$ cat src/rtl/lut_load_sequencer.sv
// Serialises lookup-table entries onto a GPIO write bus (addr, data, w_clk strobe)
// and pauses the sample path while a load burst is in progress.
module lut_load_sequencer #(
  parameter int NUM_BITS   = 8,
  parameter int SETUP_CYC  = 2,
  parameter int STROBE_CYC = 1,
  parameter int HOLD_CYC   = 2
) (
  input  logic                clk,
  input  logic                rst,
  input  logic [15:0]         ld_addr,
  input  logic [7:0]          ld_data,
  input  logic                ld_last,
  input  logic                ld_valid,
  output logic                ld_ready,
  output logic [31:0]         gpio_out,
  input  logic [NUM_BITS-1:0] smp_in,
  input  logic                smp_in_valid,
  output logic [NUM_BITS-1:0] smp_out,
  output logic                smp_out_valid,
  output logic                loading,
  output logic                load_done,
  output logic [15:0]         drop_cnt
);

  typedef enum logic [2:0] {IDLE, SETUP, STROBE, HOLD, DONE} state_t;

  localparam logic [3:0] SETUP_END  = 4'(SETUP_CYC - 1);
  localparam logic [3:0] STROBE_END = 4'(STROBE_CYC - 1);
  localparam logic [3:0] HOLD_END   = 4'(HOLD_CYC - 1);

  state_t              state_q, state_d;
  logic [3:0]          cnt_q, cnt_d;
  logic [15:0]         addr_q, addr_d;
  logic [7:0]          data_q, data_d;
  logic                last_q, last_d;
  logic                wclk_q, wclk_d;
  logic                loading_q, loading_d;
  logic [NUM_BITS-1:0] smp_out_q, smp_out_d;
  logic                smp_out_valid_q, smp_out_valid_d;
  logic [15:0]         drop_cnt_q, drop_cnt_d;

  always_comb begin
    state_d   = state_q;
    cnt_d     = cnt_q;
    addr_d    = addr_q;
    data_d    = data_q;
    last_d    = last_q;
    loading_d = loading_q;
    case (state_q)
      IDLE: begin
        if (ld_valid) begin
          addr_d    = ld_addr;
          data_d    = ld_data;
          last_d    = ld_last;
          loading_d = 1'b1;
          cnt_d     = 4'd0;
          state_d   = SETUP;
        end
      end
      SETUP: begin
        if (cnt_q == SETUP_END) begin
          cnt_d   = 4'd0;
          state_d = STROBE;
        end else begin
          cnt_d = cnt_q + 4'd1;
        end
      end
      STROBE: begin
        if (cnt_q == STROBE_END) begin
          cnt_d   = 4'd0;
          state_d = HOLD;
        end else begin
          cnt_d = cnt_q + 4'd1;
        end
      end
      HOLD: begin
        if (cnt_q == HOLD_END) begin
          cnt_d   = 4'd0;
          state_d = last_q ? DONE : IDLE;
        end else begin
          cnt_d = cnt_q + 4'd1;
        end
      end
      DONE: begin
        loading_d = 1'b0;
        state_d   = IDLE;
      end
      default: state_d = IDLE;
    endcase
    // w_clk is registered against the next state so the strobe lines up with STROBE
    wclk_d = (state_d == STROBE);
  end

  always_comb begin
    smp_out_d       = smp_out_q;
    smp_out_valid_d = 1'b0;
    drop_cnt_d      = drop_cnt_q;
    if (!loading_q) begin
      smp_out_d       = smp_in;
      smp_out_valid_d = smp_in_valid;
    end else if (smp_in_valid && (drop_cnt_q != 16'hFFFF)) begin
      drop_cnt_d = drop_cnt_q + 16'd1;
    end
  end

  always_ff @(posedge clk) begin
    if (!rst) begin
      state_q         <= IDLE;
      cnt_q           <= 4'd0;
      addr_q          <= 16'd0;
      data_q          <= 8'd0;
      last_q          <= 1'b0;
      wclk_q          <= 1'b0;
      loading_q       <= 1'b0;
      smp_out_q       <= '0;
      smp_out_valid_q <= 1'b0;
      drop_cnt_q      <= 16'd0;
    end else begin
      state_q         <= state_d;
      cnt_q           <= cnt_d;
      addr_q          <= addr_d;
      data_q          <= data_d;
      last_q          <= last_d;
      wclk_q          <= wclk_d;
      loading_q       <= loading_d;
      smp_out_q       <= smp_out_d;
      smp_out_valid_q <= smp_out_valid_d;
      drop_cnt_q      <= drop_cnt_d;
    end
  end

  assign ld_ready      = (state_q == IDLE) && rst;
  assign gpio_out      = {7'd0, wclk_q, data_q, addr_q};
  assign smp_out       = smp_out_q;
  assign smp_out_valid = smp_out_valid_q;
  assign loading       = loading_q;
  assign load_done     = (state_q == DONE);
  assign drop_cnt      = drop_cnt_q;

endmodule

$ cat config.mk
export PLATFORM = sky130hd
export DESIGN_NAME = lut_load_sequencer
export DESIGN_NICKNAME = d
export VERILOG_FILES = /design/src/rtl/lut_load_sequencer.sv
export SDC_FILE = /design/constraint.sdc
export NUM_CORES = 1
export LEC_CHECK = 0
export ABC_CLOCK_PERIOD_IN_PS = 1800
export CAP_MARGIN = 5
export CORE_UTILIZATION = 39
export CTS_CLUSTER_DIAMETER = 40
export DETAILED_ROUTE_END_ITERATION = 10
export GPL_TIMING_DRIVEN = 0
export PLACE_DENSITY = 0.78
export SYNTH_ARGS = -nofsm -noshare
export SYNTH_HDL_FRONTEND = slang
export SYNTH_SLANG_ARGS = --single-unit
export TNS_END_PERCENT = 100
$ cat constraint.sdc
create_clock -name clk -period 1.8 [get_ports clk]
set_input_delay 0.36 -clock clk [delete_from_list [all_inputs] [get_ports clk]]
set_output_delay 0.36 -clock clk [all_outputs]
set_load 0.01 [all_outputs]
---- Word level (Yosys, flattened, before mapping) ----
Cells that the tools add are included.
storage, ports and cells
  memories ................................ 0
  bits in registers ....................... 59
  memory bits (read-only) ................. 0
  logic and storage cells ................. 45
  bits in writable memories ............... 0
  output and inout port bits .............. 60
  latch bits .............................. 0
operators by class
  $add $sub $neg .......................... 2
  divide/modulo/power cells ............... 0
  $lt $le $gt $ge ......................... 0
  muxes and demuxes ....................... 12
  bitwise gates (word level) .............. 1
  $mul .................................... 0
  shifts and indexed selects .............. 0
  reduce and logical (&&, ||, !) cells .... 12
  equal/unequal tests ..................... 8
operators with widths
  kind                     number
  $add A16 B1 Y16 const B  1
  $ne A16 B16 Y1 const B   1
  $mux W3                  5
  $mux W4                  3
  $pmux W3 S4              1
  $pmux W4 S3              1
  $eq A3 B2 Y1 const B     3
  $reduce_and A2 Y1        4
  $add A4 B1 Y4 const B    1
  $eq A4 B1 Y1 const B     1
  $logic_not A4 Y1         1
  $reduce_or A2 Y1         2
  $eq A3 B1 Y1 const B     1
  $eq A3 B3 Y1 const B     1
  $logic_not A3 Y1         1
  $reduce_bool A3 Y1       1
  $logic_and A1 B1 Y1      2
  $ne A2 B2 Y1 const B     1
  $pmux W1 S2              1
  $reduce_bool A2 Y1       1
  $mux W1                  1
  $not A1 Y1               1

---- Longest topological paths before layout ----
  word-level depth ........................ 4
  gate-level depth with buffers ........... 7
  depth with buffers taken out ............ 5

---- Worst setup path before layout ----
OpenSTA, ideal clock, no wires.
  path kind ............................... register to register
  start point ............................. reg drop_cnt_q[0] (netlist: drop_cnt[0])
  end point ............................... reg drop_cnt_q[12] (netlist: drop_cnt[12])
  path buffers ............................ 0
  clock period less this slack ............ 1762 ps
  library setup time ...................... 70 ps
  setup slack ............................. 38 ps
  arrival time ............................ 1692 ps
  data required time ...................... 1730 ps
  cell stages (with the launch flop) ...... 6
  path through ............................ dfxtp_1 ha_1 nand3_1 or3_4 or4_1 a21oi_1
between the ends
  cells in the longest elaborated chain, start to end .. 3
  elaborated cells on any way between the ends .. 4
  those cells by class .................... add/sub: 1; eq/ne: 1; reduce/logical: 2
RTL lines
  element                                                                  line  source
  from (decl)                                                              41    logic [15:0] drop_cnt_q, drop_cnt_d;
  from (signal assigned)                                                   129   drop_cnt_q <= drop_cnt_d;
  parallel branches: the longest is 3 deep, another holds $add A16 B1 Y16  n/a
Parallel ways; which one is timed is not known.
A chain may end at the register's enable or synchronous reset.

---- Final worst setup path ----
  start point ............................. reg drop_cnt_q[2] (netlist: drop_cnt[2])
  end point ............................... reg drop_cnt_q[12] (netlist: drop_cnt[12])
Same word-level chain as after synthesis.

==> impl_metrics.yaml <==
timing:
  slew_viol_final: 0
  setup_viol: 0
  max_freq_ghz: 0.575
  period_share_pct: 96.7
  rsz0062_at_grt: "yes"
  whs_ps: 404
  fin_ws_ps: 59.6
  tightest_slew_ps: 655
  final_hold_viol_count: 0
  max-slew-margin-rel_pct: 56.3
  clock_skew_ps: 9.51
  layout_min_cycle_time_ps: 1740
die:
  io_pins: 97
  die_y_microns: 82.2
  start_util_pct: 41.4
  die_area_sq_um: 6760
  row_count: 28
  core_sq_um: 6060
  fp.dieW_microns: 82.2
routing:
  routed_via_density: 5.09
  wire_per_inst_microns: 13.0
  ant_nets: 0
  wl_met3_microns: 334
  routed_wl_mm: 6.33
  vias: 2474
  drc: 0
  met1_length_mm: 2.72
  dr.pass1.iters: 4
  routed.top_layer: "met4"
  drt_iter0_markers: 82
  met2_length_mm: 3.16
setup_path:
  startpoint: "drop_cnt[2]"
  cp-end-kind: "flip-flop"
  path_class: "reg -> reg"
  worstRegToRegCells: 4
  cp-endpoint: "drop_cnt[12]"
  crit_path_start_kind: "flip-flop"
  r2r_end: "drop_cnt[12]"
  crit_path_max_fanout: 8
  r2r-start: "drop_cnt[2]"
  arrival_ps: 1990
  critical_path_required_ps: 2050
  r2r_setup_slack_ps: 60
global_routing:
  grt_pass1_vias: 2230
  grt_max_degree: 11
  grt_pass1_wl_mm: 10.3
  track_usage_pct: 19.9
  overflow: 0
  grt_antenna_before_repair: 0
clock_tree:
  cts_sinks: 59
  clock_latency_ps: 330
  cts_tree: "yes"
  hold_buffers: 0
  numCtsBuffers: 9
  htree_num_levels: 3
  clk_pin_slew_ps: 70
  cts_root_buf: "clkbuf_8"
  cts.path.max_buffers: 2
logic_synthesis:
  synth_top_area_share_pct: 47.0
  yosysWarnings: 0
  ys_seq_elements: 59
  synth-main-ff-cell: "dfxtp_1"
  synth-seq-area-share_pct: 47.0
  synthArstFlopShare_pct: 0
  syn_inst: 300
  ys_types: 37
  syn_avg_cell_area_sq_um: 8.37
  synthesis.area_sq_um: 2510
  synth_area_leader_cell: "dfxtp_1"
  synth_edf_count: 0
  ys_top_cells_by_area: "dfxtp_1 47%, nand2_1 10%, a21oi_1 7.8%"
cells_and_area:
  antenna_cells: 0
  drive_above_1_share_pct: 9.98
  area_delta_synth_final_pct: 50.5
  final_nets: 448
  seq_area_sq_um: 1180
  utilization_pct: 62.4
  multi_input_area_sq_um: 1250
  fillCellCount: 519
worst_hold_path:
  hp-start: "smp_in_valid"
  hold_class: "in -> reg"
placed_design:
  dpl_worst_slack_ps: -466
  portBuffers: 88
  dp_hpwl_mm: 4.61
  place.gp.congestion: 0.824
run_status:
  outcome: "complete, no violations"
power_and_ir_drop:
  power.density_nw_per_um2: 871
  p_leak_nw: 1.41
  irDropWorstVdd_uv: 600
flow_run:
  maxCapViolCount: 0
[layer usage]
layer / vias to the layer above / GRT usage (%)
li1: 1234 / -
met4: 0 / 8.95
met5: - / 0
met2: 78 / 31.2
met1: 1148 / 26.0
met3: 14 / 4.51
[cell families (layout without fill, tap and decap cells)]
group | count (synthesis) | after routing | synth area share, %
simple gates | 134 | 134 | 25.1
flops | 59 | 59 | 47.0
compound gates | 58 | 58 | 13.4
buf+inv | 26 | 131 | 5.23
mux | 13 | 13 | 5.18
fa+ha+maj | 5 | 5 | 2.49
xor+xnor | 4 | 4 | 1.40
other cells | 1 | 7 | 0.149
[synthesized netlist by cell type, drive strengths merged, types with 5 or more instances]
master / count
a21oi: 39
buf: 12
clkbuf: 9
dfxtp: 59
ha: 5
inv: 5
mux2i: 13
nand2: 69
nand2b: 6
nand3: 5
nand4: 6
nor2: 21
nor3: 5
o31ai: 6
or4: 5
[where the power goes]
| part | leakage, nW | total, mW | internal [mW] | switching [mW] |
|---|---|---|---|---|
| sequential | 0.484 | 1.43 | 1.38 | 0.0521 |
| clock | 0.119 | 1.35 | 0.848 | 0.501 |
| combinational | 0.805 | 0.511 | 0.272 | 0.239 |
| total | 1.41 | 3.29 | 2.50 | 0.792 |
[flip-flops by register name (all words and copies together) (netlist names)]
register       cells
smp_out            8
loading            1
data_q             8
addr_q            16
drop_cnt          16
cnt_q              4
state_q            3
wclk_q             1
last_q             1
smp_out_valid      1
[area by class of cell]
type	instances	share of cell area, %
multi-input combinational	221	33.0
sequential	59	31.3
timing repair buffer	90	23.7
clock buffer	11	4.01
buffer	20	2.95
tap	75	2.48
clock inverter	5	1.99
inverter	5	0.497
[how the worst min path moves through the flow]
stage | end | slack, ps | cells after the start
floorplan | state_q[2] | 410 | 2
global placement | state_q[2] | 440 | 2
detailed placement | state_q[2] | 440 | 2
CTS | drop_cnt[7] | 410 | 3
global route | smp_out_valid | 390 | 3
finish | smp_out_valid | 400 | 3
[through the flow]
step                power, mW  setup TNS (ps)  instance area (sq um)  instances
floorplan                1.70               0                   2530        306
global placement         1.95           -2350                   3510        469
detailed placement       1.96           -2850                   3510        469
CTS                      3.32               0                   3760        486
global route             3.46            -445                   3780        486
finish                   3.29               0                   3780        486
[timing repair]
action,CTS,global route
endpoints found under the hold margin,0,0
resized for setup,10,4
setup endpoints to repair,6,11
pin swaps,2,1
setup buffers,2,0
[worst max-delay path, stage by stage (launching register included)]
cell and delay [ps]:
dfxtp_1 450, nand4_1 200, or3_4 460, or4_1 400
a21oi_1 160
[cell usage in the layout (no fill, tap or decap), types with 5 or more instances in the layout]
master,synthesis,layout
o31ai_1,6,6
nor2_1,21,21
mux2i_1,13,13
buf_4,8,10
a21oi_1,39,39
clkdlybuf4s50_1,0,85
dfxtp_1,59,56
or4_1,5,5
nand2_1,69,69
clkbuf_1,9,6
nand4_1,6,6
conb_1,1,7
nand2b_1,6,6
clkbuf_8,0,11
Power figures use the tool's default switching activity.
